## src/rtl/cdc_hs_pkg.sv

```systemverilog
// Shared definitions for the source-domain req/ack CDC sender.
//   state_e          : FSM state encoding (S_IDLE=0, S_REQ=1, S_REL=2)
//   SYNC_STAGES_DEF  : default depth of the ack synchronizer
//   DATASIZE_DEF     : default transferred word width
//   cnt_width()      : timeout counter width, never narrower than 8 bits
package cdc_hs_pkg;

  typedef enum logic [1:0] {
    S_IDLE = 2'd0,
    S_REQ  = 2'd1,
    S_REL  = 2'd2
  } state_e;

  localparam int unsigned SYNC_STAGES_DEF = 2;
  localparam int unsigned DATASIZE_DEF    = 8;

  function automatic int unsigned cnt_width(input int unsigned max_cnt);
    int unsigned w;
    w = $clog2(max_cnt + 1);
    return (w > 8) ? w : 8;
  endfunction

endpackage

```

## src/rtl/cdc_hs_sender_if.sv

```systemverilog
// Bundle of the local valid/ready port and the cross-domain req/ack port of the sender.
//   src_valid/src_ready/src_data : local word offer
//   xfer_req/xfer_data           : request and held word towards the destination domain
//   xfer_ack_async               : ack from the destination domain, asynchronous
//   xfer_done                    : handshake-complete pulse
//   err_timeout                  : abort pulse (only with CDC_HS_TIMEOUT_EN)
// Modports: slave = the sender itself, master = the environment driving it.
// Configuration macro: CDC_HS_TIMEOUT_EN adds err_timeout.
interface cdc_hs_sender_if #(
  parameter int unsigned DATASIZE = 8
) ();

  logic                src_valid;
  logic                src_ready;
  logic [DATASIZE-1:0] src_data;
  logic                xfer_req;
  logic [DATASIZE-1:0] xfer_data;
  logic                xfer_ack_async;
  logic                xfer_done;
`ifdef CDC_HS_TIMEOUT_EN
  logic                err_timeout;
`endif

  modport slave (
    input  src_valid,
    output src_ready,
    input  src_data,
    output xfer_req,
    output xfer_data,
    input  xfer_ack_async,
`ifdef CDC_HS_TIMEOUT_EN
    output err_timeout,
`endif
    output xfer_done
  );

  modport master (
    output src_valid,
    input  src_ready,
    output src_data,
    input  xfer_req,
    input  xfer_data,
    output xfer_ack_async,
`ifdef CDC_HS_TIMEOUT_EN
    input  err_timeout,
`endif
    input  xfer_done
  );

endinterface

```

## src/rtl/cdc_ack_sync.sv

```systemverilog
// Multi-flop synchronizer for a single asynchronous level.
//   clk      : destination (here: source-domain) clock
//   rst      : synchronous, active-high reset, clears every stage to 0
//   i_async  : asynchronous input level
//   o_sync   : input delayed through SYNC_STAGES flops
module cdc_ack_sync #(
  parameter int unsigned SYNC_STAGES = 2
) (
  input  logic clk,
  input  logic rst,
  input  logic i_async,
  output logic o_sync
);

  logic [SYNC_STAGES-1:0] r_chain;

  always_ff @(posedge clk) begin
    if (rst) begin
      r_chain <= '0;
    end else begin
      r_chain <= {r_chain[SYNC_STAGES-2:0], i_async};
    end
  end

  assign o_sync = r_chain[SYNC_STAGES-1];

endmodule

```

## src/rtl/cdc_hs_sender.sv

```systemverilog
// Source-domain end of a 4-phase req/ack clock-domain-crossing handshake.
// Accepts one word on a valid/ready port, holds it on xfer_data, raises xfer_req, and
// waits for the synchronized ack to rise (req drops) and fall again (xfer_done pulses).
//   clk  : source-domain clock
//   rst  : synchronous, active-high reset
//   bus  : cdc_hs_sender_if.slave (src_*, xfer_*, err_timeout)
// Configuration macro: CDC_HS_TIMEOUT_EN adds a TIMEOUT_CYCLES abort from S_REQ with an
// err_timeout pulse; an aborted transfer still finishes S_REL but does not pulse xfer_done.
module cdc_hs_sender
  import cdc_hs_pkg::*;
#(
  parameter int unsigned DATASIZE       = DATASIZE_DEF,
`ifdef CDC_HS_TIMEOUT_EN
  parameter int unsigned TIMEOUT_CYCLES = 255,
`endif
  parameter int unsigned SYNC_STAGES    = SYNC_STAGES_DEF
) (
  input logic            clk,
  input logic            rst,
  cdc_hs_sender_if.slave bus
);

  state_e              r_state, w_state_nxt;
  logic                r_req, w_req_nxt;
  logic [DATASIZE-1:0] r_data, w_data_nxt;
  logic                r_done, w_done_nxt;
  logic                w_ack_s;
  logic                w_ready;

`ifdef CDC_HS_TIMEOUT_EN
  localparam int unsigned CNT_W = cnt_width(TIMEOUT_CYCLES);

  logic [CNT_W-1:0] r_cnt, w_cnt_nxt;
  logic             r_err, w_err_nxt;
  logic             r_abort, w_abort_nxt;
`endif

  cdc_ack_sync #(
    .SYNC_STAGES (SYNC_STAGES)
  ) u_ack_sync (
    .clk     (clk),
    .rst     (rst),
    .i_async (bus.xfer_ack_async),
    .o_sync  (w_ack_s)
  );

  assign w_ready = (r_state == S_IDLE) && !rst;

  always_ff @(posedge clk) begin
    if (rst) begin
      r_state <= S_IDLE;
      r_req   <= 1'b0;
      r_data  <= '0;
      r_done  <= 1'b0;
`ifdef CDC_HS_TIMEOUT_EN
      r_cnt   <= '0;
      r_err   <= 1'b0;
      r_abort <= 1'b0;
`endif
    end else begin
      r_state <= w_state_nxt;
      r_req   <= w_req_nxt;
      r_data  <= w_data_nxt;
      r_done  <= w_done_nxt;
`ifdef CDC_HS_TIMEOUT_EN
      r_cnt   <= w_cnt_nxt;
      r_err   <= w_err_nxt;
      r_abort <= w_abort_nxt;
`endif
    end
  end

  always_comb begin
    w_state_nxt = r_state;
    w_req_nxt   = r_req;
    w_data_nxt  = r_data;
    w_done_nxt  = 1'b0;
`ifdef CDC_HS_TIMEOUT_EN
    w_cnt_nxt   = r_cnt;
    w_err_nxt   = 1'b0;
    w_abort_nxt = r_abort;
`endif
    unique case (r_state)
      S_IDLE: begin
        if (bus.src_valid && w_ready) begin
          w_data_nxt  = bus.src_data;
          w_req_nxt   = 1'b1;
          w_state_nxt = S_REQ;
`ifdef CDC_HS_TIMEOUT_EN
          w_cnt_nxt   = '0;
          w_abort_nxt = 1'b0;
`endif
        end
      end
      S_REQ: begin
        if (w_ack_s) begin
          w_req_nxt   = 1'b0;
          w_state_nxt = S_REL;
        end
`ifdef CDC_HS_TIMEOUT_EN
        // r_cnt counts completed S_REQ cycles; abort on the TIMEOUT_CYCLES-th one.
        else if (r_cnt == CNT_W'(TIMEOUT_CYCLES - 1)) begin
          w_req_nxt   = 1'b0;
          w_state_nxt = S_REL;
          w_err_nxt   = 1'b1;
          w_abort_nxt = 1'b1;
        end else begin
          w_cnt_nxt = r_cnt + 1'b1;
        end
`endif
      end
      S_REL: begin
        // Release is only complete once the destination has dropped ack as well.
        if (!w_ack_s) begin
          w_state_nxt = S_IDLE;
`ifdef CDC_HS_TIMEOUT_EN
          w_done_nxt  = !r_abort;
`else
          w_done_nxt  = 1'b1;
`endif
        end
      end
      default: begin
        w_state_nxt = S_IDLE;
        w_req_nxt   = 1'b0;
      end
    endcase
  end

  assign bus.src_ready   = w_ready;
  assign bus.xfer_req    = r_req;
  assign bus.xfer_data   = r_data;
  assign bus.xfer_done   = r_done;
`ifdef CDC_HS_TIMEOUT_EN
  assign bus.err_timeout = r_err;
`endif

endmodule

```

## src/flat_wrapper.sv

```systemverilog
// flat-port wrapper written by rule: the top's interface ports become plain ports
module cdc_hs_sender_flat import cdc_hs_pkg::*;
#(
  parameter int unsigned DATASIZE       = DATASIZE_DEF,

  parameter int unsigned SYNC_STAGES    = SYNC_STAGES_DEF
)
  (clk, rst, bus_src_valid, bus_src_ready, bus_src_data, bus_xfer_req, bus_xfer_data, bus_xfer_ack_async, bus_xfer_done);
  cdc_hs_sender_if #(.DATASIZE(DATASIZE)) bus_i ();
  input logic clk;
  input logic rst;
  input wire logic [$bits(bus_i.src_valid)-1:0] bus_src_valid;
  output wire logic [$bits(bus_i.src_ready)-1:0] bus_src_ready;
  input wire logic [$bits(bus_i.src_data)-1:0] bus_src_data;
  output wire logic [$bits(bus_i.xfer_req)-1:0] bus_xfer_req;
  output wire logic [$bits(bus_i.xfer_data)-1:0] bus_xfer_data;
  input wire logic [$bits(bus_i.xfer_ack_async)-1:0] bus_xfer_ack_async;
  output wire logic [$bits(bus_i.xfer_done)-1:0] bus_xfer_done;
  assign bus_i.src_valid = bus_src_valid;
  assign bus_src_ready = bus_i.src_ready;
  assign bus_i.src_data = bus_src_data;
  assign bus_xfer_req = bus_i.xfer_req;
  assign bus_xfer_data = bus_i.xfer_data;
  assign bus_i.xfer_ack_async = bus_xfer_ack_async;
  assign bus_xfer_done = bus_i.xfer_done;
  cdc_hs_sender #(.DATASIZE(DATASIZE), .SYNC_STAGES(SYNC_STAGES)) u_core (.clk(clk), .rst(rst), .bus(bus_i));
endmodule
```

## config.mk

```make
export PLATFORM = sky130hd
export DESIGN_NAME = cdc_hs_sender_flat
export DESIGN_NICKNAME = d
export VERILOG_FILES = /design/src/rtl/cdc_hs_pkg.sv /design/src/rtl/cdc_hs_sender_if.sv /design/src/rtl/cdc_ack_sync.sv /design/src/rtl/cdc_hs_sender.sv /design/src/flat_wrapper.sv
export SDC_FILE = /design/constraint.sdc
export NUM_CORES = 1
export LEC_CHECK = 0
export ABC_AREA = 1
export CELL_PAD_IN_SITES_DETAIL_PLACEMENT = 1
export CELL_PAD_IN_SITES_GLOBAL_PLACEMENT = 2
export CORE_MARGIN = 2
export CORE_UTILIZATION = 21
export DETAILED_ROUTE_END_ITERATION = 10
export PLACE_DENSITY = 0.72
export SYNTH_ARGS = -nofsm -noshare
export SYNTH_HDL_FRONTEND = slang
export SYNTH_SLANG_ARGS = --single-unit
```

## constraint.sdc

```tcl
create_clock -name clk -period 0.9 [get_ports clk]
set_input_delay 0.225 -clock clk [delete_from_list [all_inputs] [get_ports clk]]
set_output_delay 0.225 -clock clk [all_outputs]
set_load 0.02 [all_outputs]
```

==> impl_results.md, run 1 <==
* Status: finished with violations
* Failing checks: negative setup slack
* Worst-path fanout max at 2
* Fmax at 838 MHz
* Area grow syn2layout at 103%
* Crit Path Category: flop to primary output
* Initial drt markers at 3
* Antenna Diode Count at 0
* Setup slack after layout at -0.294 ns
* First-pass DRT Iterations at 2
* Global-route met3 utilization at 2.54%
* Netlist cell types at 15
* TritonCTS Buffers at 3
* Clock Skews at 0.00132 ns
* Setup slack, reg-to-reg at -0.13 ns
* Ys Warns at 0
* Post-layout min period at 1.19 ns
* Die width at 53.2 um
* Vias in the first global route at approximately 520
* M2 GR Usage at 21.8%
* Setup TNS at -2.11 ns
* Crit-path max cell delay at ~0.34 ns
* Fin crit share at 133%
* DRC viols at 0
* Gpl congestion at roughly 0.7
* Nets at 110
* Critical Path RT at approximately 0.67 ns
* PD cells at 1520 mW/mm^2
* Busiest grt layer: met2
* Crit. End Element: primary output
* Input/output buffers at 22
* CTS Hold Buffers Added at 0
* Worst hold-check path type: flop to flop
* Syn Nets at 70
* Via count at 552
* DP Worst Slack at -0.869 ns
* Clk slew on worst S/H paths at 0.09 ns
* Core area at around 0.0023 mm^2
* Max_slew headroom at 82.6%
* GRT Resource Usage Total at 12.4%
* Antenna violations before repair at 0
* Final hold viol count at 0
* Clock buffer depth at 2
* Worst-Skew Late Latency at roughly 0.28 ns
* Count of final setup violators at 23
* Max IR drop VDD at 0.000645 V
* HPWL Detailed at 1010 um
* Seq/Total Area, Yosys at 55.0%
* Global route overflow at 0
* DIE AREA at 0.00284 mm^2
* Root Driver: clkbuf_4
* First-pass GRT wire length at 2420 um
* Max-slew violations at 0
* Sink Count at 14
* Placed insts at between 100 and 150
* Leakage at 0.445 nW
* Largest net degree at the start of global routing at 9
* CP startpoint kind: flop
* # IOs at 23
* Most frequent cells in the layout: 13 x buf_6, 12 x buf_4, 12 x dfxtp_2, 11 x nand2_1, 10 x clkdlybuf4s50_1
* RSZ-0062 raised after global routing: true
* Synthesized area per cell at a little under 9 um^2
* Critical Path AT at 0.97 ns
* Most common cell after layout, fill and taps aside: buf_6
* Slew @ Worst Pin at approximately 0.26 ns
* CTS tree: yes
* Die height at 53.2 um
* Met1 Use GR at 14.9%
* Cell area after synthesis at 509 um^2
* Critical path's slowest cell: dfxtp_2
* Share of post-route cells with drive strength above 1 at 61.9%
* Cell Chain, Critical Path: nor3_4 > buf_6
* Synthesized instance count at a little under 60
* Site Rows at 17
* Hold_ws at 0.411 ns
* Final ANT Viol Nets at 0
* Maximum capacitance violations at 0
* H-tree depth at 1
* Via density at 4.42
* Initial Util at 22.6%
* Layout Utilization at 45.8%
* Aggregate routed wire length at 1670 um
* #FFs+latches synth at 14
* Non-Filler Instances at between 100 and 150
* Avg WL per Cell at 13.4 um
## worst max-delay path: cells and delay by family, from the launching register on
| family | cells | cell delay, ns |
|---|---|---|
| buffers and inverters | 1 | 0.14 |
| DFF | 1 | 0.34 |
| and+or+nand+nor | 1 | 0.20 |
## worst paths after layout
| path | start | endpoint | cells after the start |
|---|---|---|---|
| setup / recovery | u_core.r_state[0] | bus_src_ready | 2 |
| hold reg to reg | u_core.u_ack_sync.r_chain[0] | u_core.u_ack_sync.r_chain[1] | 2 |
| setup reg to reg | u_core.r_state[0] | u_core.bus.xfer_data[0] | 5 |
| hold / removal | u_core.u_ack_sync.r_chain[0] | u_core.u_ack_sync.r_chain[1] | 2 |
## cell type report
type                       instances  area, um^2
timing repair buffer              36         345
inverter                           4        20.0
fill                             265        1220
clock buffer                       4        36.3
tap                               28        35.0
multi-input combinational         39         300
sequential                        14         295
## synthesized netlist by cell type
library cell / n / share of area (%)
or2_1: 1 / 1.2
nand3_1: 16 / 16
nor2_1: 3 / 2.2
nand2_1: 11 / 8.1
o31ai_1: 1 / 1.5
a21oi_1: 2 / 2.0
clkinv_4: 1 / 1.7
buf_6: 1 / 2.2
buf_2: 1 / 0.98
nor3_4: 1 / 3.2
o21ai_0: 1 / 0.98
nand3_2: 1 / 2.0
dfxtp_1: 14 / 55
nor3_1: 1 / 0.98
inv_1: 3 / 2.2
## metrics by stage
| stage | power, mW | instance area (um^2) |
|---|---|---|
| 2_1_floorplan | 0.837 | 518 |
| 3_3_place_gp | 1.00 | 808 |
| 3_5_place_dp | 1.01 | 808 |
| 4_1_cts | 1.54 | 962 |
| 5_1_grt | 1.65 | 1030 |
| 6_report | 1.57 | 1030 |
## registers in the layout, indices dropped and copies added, names as in the netlist
name and count:
u_core.u_ack_sync.r_chain 2, u_core.bus.xfer_done 1, u_core.bus.xfer_req 1, u_core.r_state 2
u_core.bus.xfer_data 8
## per-layer routing
metal / share of wire (%) / routed length (um) / up-vias
met5: 0 / 0 / -
met4: 1.1 / 19 / 0
met3: 7.4 / 123 / 2
met2: 52 / 862 / 20
met1: 40 / 666 / 256
li1: - / - / 274
## logic make-up (layout without fill, tap and decap cells)
kind of cell    Yosys count  count (layout)  share of synthesized area [%]
simple gates             34              35                           33.4
flops                    14              14                           55.0
buf+inv                   6              44                           7.12
compound gates            4               4                           4.42
## where the power goes
part / switching (mW) / leakage (nW) / internal (mW)
registers: 0.0339 / 0.120 / 0.671
logic: 0.193 / 0.304 / 0.211
clock network: 0.217 / 0.0210 / 0.246
## repair_timing
item,in CTS,in global routing
endpoints found under the hold margin,0,0
buffers inserted,0,6
pin swaps,6,2
gates cloned,1,0
setup endpoints to repair,23,23
resized for setup,96,5
Power figures use the tool's default switching activity.
==> inputs of run 2 (changes only) <==
--- a/config.mk
+++ b/config.mk
@@ -9,9 +9,10 @@
 export CELL_PAD_IN_SITES_DETAIL_PLACEMENT = 1
 export CELL_PAD_IN_SITES_GLOBAL_PLACEMENT = 2
 export CORE_MARGIN = 2
-export CORE_UTILIZATION = 21
+export CORE_UTILIZATION = 23
 export DETAILED_ROUTE_END_ITERATION = 10
-export PLACE_DENSITY = 0.72
+export GPL_ROUTABILITY_DRIVEN = 0
+export PLACE_DENSITY = 0.84
 export SYNTH_ARGS = -nofsm -noshare
 export SYNTH_HDL_FRONTEND = slang
 export SYNTH_SLANG_ARGS = --single-unit
==> constraint.sdc (replaced) <==
create_clock -name clk -period 1.5 [get_ports clk]
set_input_delay 0.375 -clock clk [delete_from_list [all_inputs] [get_ports clk]]
set_output_delay 0.375 -clock clk [all_outputs]
set_load 0.02 [all_outputs]
==> run 2 against run 1 <==
Against the previous run: the run now ends clean; power down 47%; design area down 21%; flip-flop and latch count unchanged; sequential share of layout area up 5.9 points; non-clock buffer count down 8; cell count down 7.2%; first-iteration DRC count down 33%; worst setup slack better by 0.43 ns; critical path type unchanged.
==> impl_results.md, run 2 (synthesis gave the netlist of run 1 again) <==
* Status: finished, final reports clean
* Sink Count at 14
* Nets at 101
* Worst-Skew Late Latency at 0.28 ns
* Non-Filler Instances at 116
* Initial drt markers at 2
* Max-slew violations at 0
* Avg WL per Cell at 10.8 um
* Clock buffer depth at 2
* Final hold viol count at 0
* Site Rows at 17
* CTS tree: yes
* Root Driver: clkbuf_4
* Fmax at 733 MHz
* Critical Path AT at 0.99 ns
* Leakage at ~0.4 nW
* First-pass DRT Iterations at 4
* First-pass GRT wire length at 2280 um
* Worst hold-check path type: flop to flop
* Antenna Diode Count at 0
* DP Worst Slack at -0.510 ns
* Input/output buffers at 22
* Core area at about 0.0021 mm^2
* Antenna violations before repair at 0
* Maximum capacitance violations at 0
* CP startpoint kind: flop
* Max_slew headroom at 85.7%
* GRT Resource Usage Total at 11.6%
* Crit. End Element: primary output
* Slew @ Worst Pin at 0.215 ns
* Count of final setup violators at 0
* Global route overflow at 0
* Storage element area at 280 um^2
* TritonCTS Buffers at 3
* Clk slew on worst S/H paths at around 0.080 ns
* Die height at roughly 51 um
* Design Power at 840 uW
* Placed insts at about 110
* Most frequent cells in the layout: 16 x nand3_1, 14 x dfxtp_1, 11 x nand2_1, 11 x dlygate4sd2_1, 10 x clkdlybuf4s50_1
* HPWL Detailed at roughly 1000 um
* CTS Hold Buffers Added at 0
* Vias in the first global route at 524
* DRC viols at 0
* H-tree depth at 1
* Max reg flops at 8
* Multi-input logic area at 193 um^2
* PD cells at slightly above 1000 mW/mm^2
* Aggregate routed wire length at 1260 um
* Area grow syn2layout at 59.7%
* Largest net degree at the start of global routing at 11
* Crit Path Category: flop to primary output
* Die width at ~50 um
* Post-layout min period at 1.36 ns
* Setup slack after layout at 0.135 ns
* Via count at 494
* Final ANT Viol Nets at 0
* # fillers at 261
* RSZ-0062 raised after global routing: false
* Clock Skews at 0.00137 ns
* Worst-path fanout max at 2
* Via density at approximately 4.3
* Initial Util at 23.7%
* Hold_ws at just over 0.4 ns
* Share of post-route cells with drive strength above 1 at 15.9%
* Max IR drop VDD at 0.000558 V
* DIE AREA at roughly 0.0026 mm^2
* Fin crit share at about nine tenths
* Most common cell after layout, fill and taps aside: nand3_1
* Critical Path RT at ~1.1 ns
* # IOs at 23
## run 2: cell types whose count changed in the layout (fill, tap and decap cells not counted), sizes merged
cell	delta
buf	-18
nand3	-1
dlygate4sd2	+10
## run 2: power breakdown
| group | switching (mW) | total [mW] | internal (mW) |
|---|---|---|---|
| Sequential | 0.0141 | 0.412 | 0.398 |
| Combinational | 0.0819 | 0.159 | 0.0767 |
| Clock | 0.122 | 0.270 | 0.148 |
| Total | 0.218 | 0.840 | 0.622 |
## run 2: critical path, cell delays in order (launching register included)
cell and delay (ns):
dfxtp_1 0.34, nor3_4 0.20, buf_4 0.17
## run 2: what timing repair did
item | 4_1_cts | 5_1_grt
endpoints found under the setup margin | 11 | 0
hold endpoints to repair | 0 | 0
setup buffers | 0 | 0
resized for setup | 16 | 0
## run 2: cell type report
cell class                      instances  share of cell area [%]
Sequential cell                        14                    34.5
Timing Repair Buffer                   28                    30.6
Multi-Input combinational cell         38                    23.7
Clock buffer                            4                    4.46
Tap cell                               28                    4.31
Inverter                                4                    2.46
## run 2: path summary, 6_finish.rpt
check                                                   from                           end  slack [ns]  depth (start not counted)
worst max-delay path                       u_core.r_state[0]                 bus_src_ready        0.14                          2
worst min-delay path            u_core.u_ack_sync.r_chain[0]  u_core.u_ack_sync.r_chain[1]        0.42                          2
worst max register to register             u_core.r_state[0]       u_core.bus.xfer_data[0]        0.40                          5
worst min register to register  u_core.u_ack_sync.r_chain[0]  u_core.u_ack_sync.r_chain[1]        0.42                          2
## run 2: per-layer routing
layer	global-route usage, %	vias to the layer above	wire, um
met5	0	-	0
met1	14.0	220	574
met4	6.76	0	25
met2	18.4	19	571
li1	-	253	-
met3	3.22	2	84
## run 2: through the flow
stage	cell area [um^2]	setup TNS, ns	utilization [%]
floorplan	509	0	-
global placement	793	-1.27	36.9
detailed placement	793	-1.44	36.9
CTS	813	0	37.9
global route	813	0	37.9
finish	813	0	37.9
==> inputs of run 3 (changes only) <==
--- a/config.mk
+++ b/config.mk
@@ -6,7 +6,7 @@
 export NUM_CORES = 1
 export LEC_CHECK = 0
 export ABC_AREA = 1
-export CELL_PAD_IN_SITES_DETAIL_PLACEMENT = 1
+export CELL_PAD_IN_SITES_DETAIL_PLACEMENT = 2
 export CELL_PAD_IN_SITES_GLOBAL_PLACEMENT = 2
 export CORE_MARGIN = 2
 export CORE_UTILIZATION = 23
==> run 3 against run 2 <==
Against the previous run: clock power shrank 24%; hold slack better by 0.0053 ns; highest routed layer is now met3; via count rose by 1.6%; global-route usage increased by 2.3 points.
==> impl_results.md, run 3 (synthesis gave the netlist of run 1 again) <==
* Status: finished, final reports clean
* Vias in the first global route at 570
* Die width at 51.1 um
* Most frequent cells in the layout: 16 x nand3_1, 14 x dfxtp_1, 11 x nand2_1, 11 x dlygate4sd2_1, 10 x clkdlybuf4s50_1
* Post-layout min period at between 1 and 1.5 ns
* Share of post-route cells with drive strength above 1 at 14.9%
* Via density at 4.37
* Nets at 101
* Non-Filler Instances at 115
* Crit. End Element: primary output
* Global route overflow at 0
* Critical Path AT at 0.99 ns
* Antenna violations before repair at 0
* CP startpoint kind: flop
* Slew @ Worst Pin at 0.231 ns
* Placed Instance Area at 793 um^2
* Layout Utilization at 37.2%
* # Post-CTS Setup Buffers at 0
* DIE AREA at between 0.002 and 0.003 mm^2
* Site Rows at 17
* Count of final setup violators at 0
* PD cells at between 900 and 1000 mW/mm^2
* Worst-Skew Late Latency at roughly 0.27 ns
* Max_slew headroom at 84.6%
* CTS Hold Buffers Added at 0
* Max-slew violations at 0
* Fmax at 733 MHz
* Largest net degree at the start of global routing at 11
* Core area at 0.00215 mm^2
* Placed insts at 112
* Clk slew on worst S/H paths at 0.08 ns
* Hold_ws at 0.420 ns
* Critical Path RT at 1.12 ns
* Max IR drop VDD at 0.000376 V
* Input/output buffers at 22
* Crit-path max cell delay at 0.34 ns
* Sink Count at 14
* Max reg flops at 8
* DRC viols at 0
* First-pass DRT Iterations at 3
* Clock buffer depth at 2
* TritonCTS Buffers at 3
* GRT Resource Usage Total at 13.9%
* Maximum capacitance violations at 0
* H-tree depth at 1
* Fin crit share at approximately 91%
* Root Driver: clkbuf_4
* CP Buf/Inv Count at 1
* Area grow syn2layout at 57.0%
* Worst-path fanout max at 2
* # IOs at 23
* CTS tree: yes
* Initial drt markers at 1
* Clock Skews at 0.00442 ns
* HPWL Detailed at roughly 1300 um
* Cell Chain, Critical Path: nor3_4 > buf_4
* Avg WL per Cell at 13.5 um
* Crit Path Category: flop to primary output
* RSZ-0062 raised after global routing: false
* Aggregate routed wire length at 1560 um
* Fin area at 800 um^2
* Final ANT Viol Nets at 0
* Critical path's slowest cell: dfxtp_1
* Most common cell after layout, fill and taps aside: nand3_1
* Initial Util at 23.7%
* # fillers at 256
* Via count at 502
* First-pass GRT wire length at 2680 um
* Final hold viol count at 0
* Antenna Diode Count at 0
* Crit path max-delay family: flip-flops
* Die height at a little over 50 um
* Leakage at 0.384 nW
* Post-CTS sizing at 16
* Worst hold-check path type: flop to flop
## run 3: through the flow
stage / power (mW) / TNS [ns] / setup slack, ns
detailed placement: 0.604 / -1.97 / -0.547
global placement: 0.595 / -1.27 / -0.502
finish: 0.781 / 0 / 0.135
CTS: 0.793 / 0 / 0.115
floorplan: 0.500 / 0 / 0.298
global route: 0.832 / 0 / 0.0596
## run 3: where the power goes
part | switching [mW] | internal [mW] | total [mW] | leakage (nW)
Combinational | 0.0864 | 0.0768 | 0.163 | 0.255
Clock | 0.113 | 0.0929 | 0.205 | 0.0138
Sequential | 0.0146 | 0.398 | 0.412 | 0.115
## run 3: worst reg2reg max path, stage by stage, from the launching register on
cell and delay [ns]:
dfxtp_1 0.34, buf_4 0.15, nor2_1 0.12, nand3_2 0.21, nand3_1 0.15, nand2_1 0.07
## run 3: routing by layer
layer / up-vias / part of all wire, % / global-route usage (%)
met5: - / 0 / 0
met4: 0 / 0 / 5.41
met3: 0 / 5.0 / 3.22
met2: 17 / 55 / 25.3
met1: 233 / 39 / 15.5
li1: 252 / - / -
## run 3: layout make-up
class | instances | area [um^2] | share of cell area (%)
Sequential cell | 14 | 280 | 35.1
Timing Repair Buffer | 28 | 249 | 31.1
Multi-Input combinational cell | 38 | 193 | 24.1
Tap cell | 28 | 35.0 | 4.38
Clock buffer | 3 | 22.5 | 2.82
Inverter | 4 | 20.0 | 2.50
## run 3: worst paths after layout
kind / from / end / slack [ns] / depth (start not counted)
setup / recovery: u_core.r_state[0] / bus_src_ready / 0.14 / 2
hold reg to reg: u_core.u_ack_sync.r_chain[0] / u_core.u_ack_sync.r_chain[1] / 0.42 / 2
hold / removal: u_core.u_ack_sync.r_chain[0] / u_core.u_ack_sync.r_chain[1] / 0.42 / 2
setup reg to reg: u_core.r_state[0] / u_core.bus.xfer_data[4] / 0.34 / 5
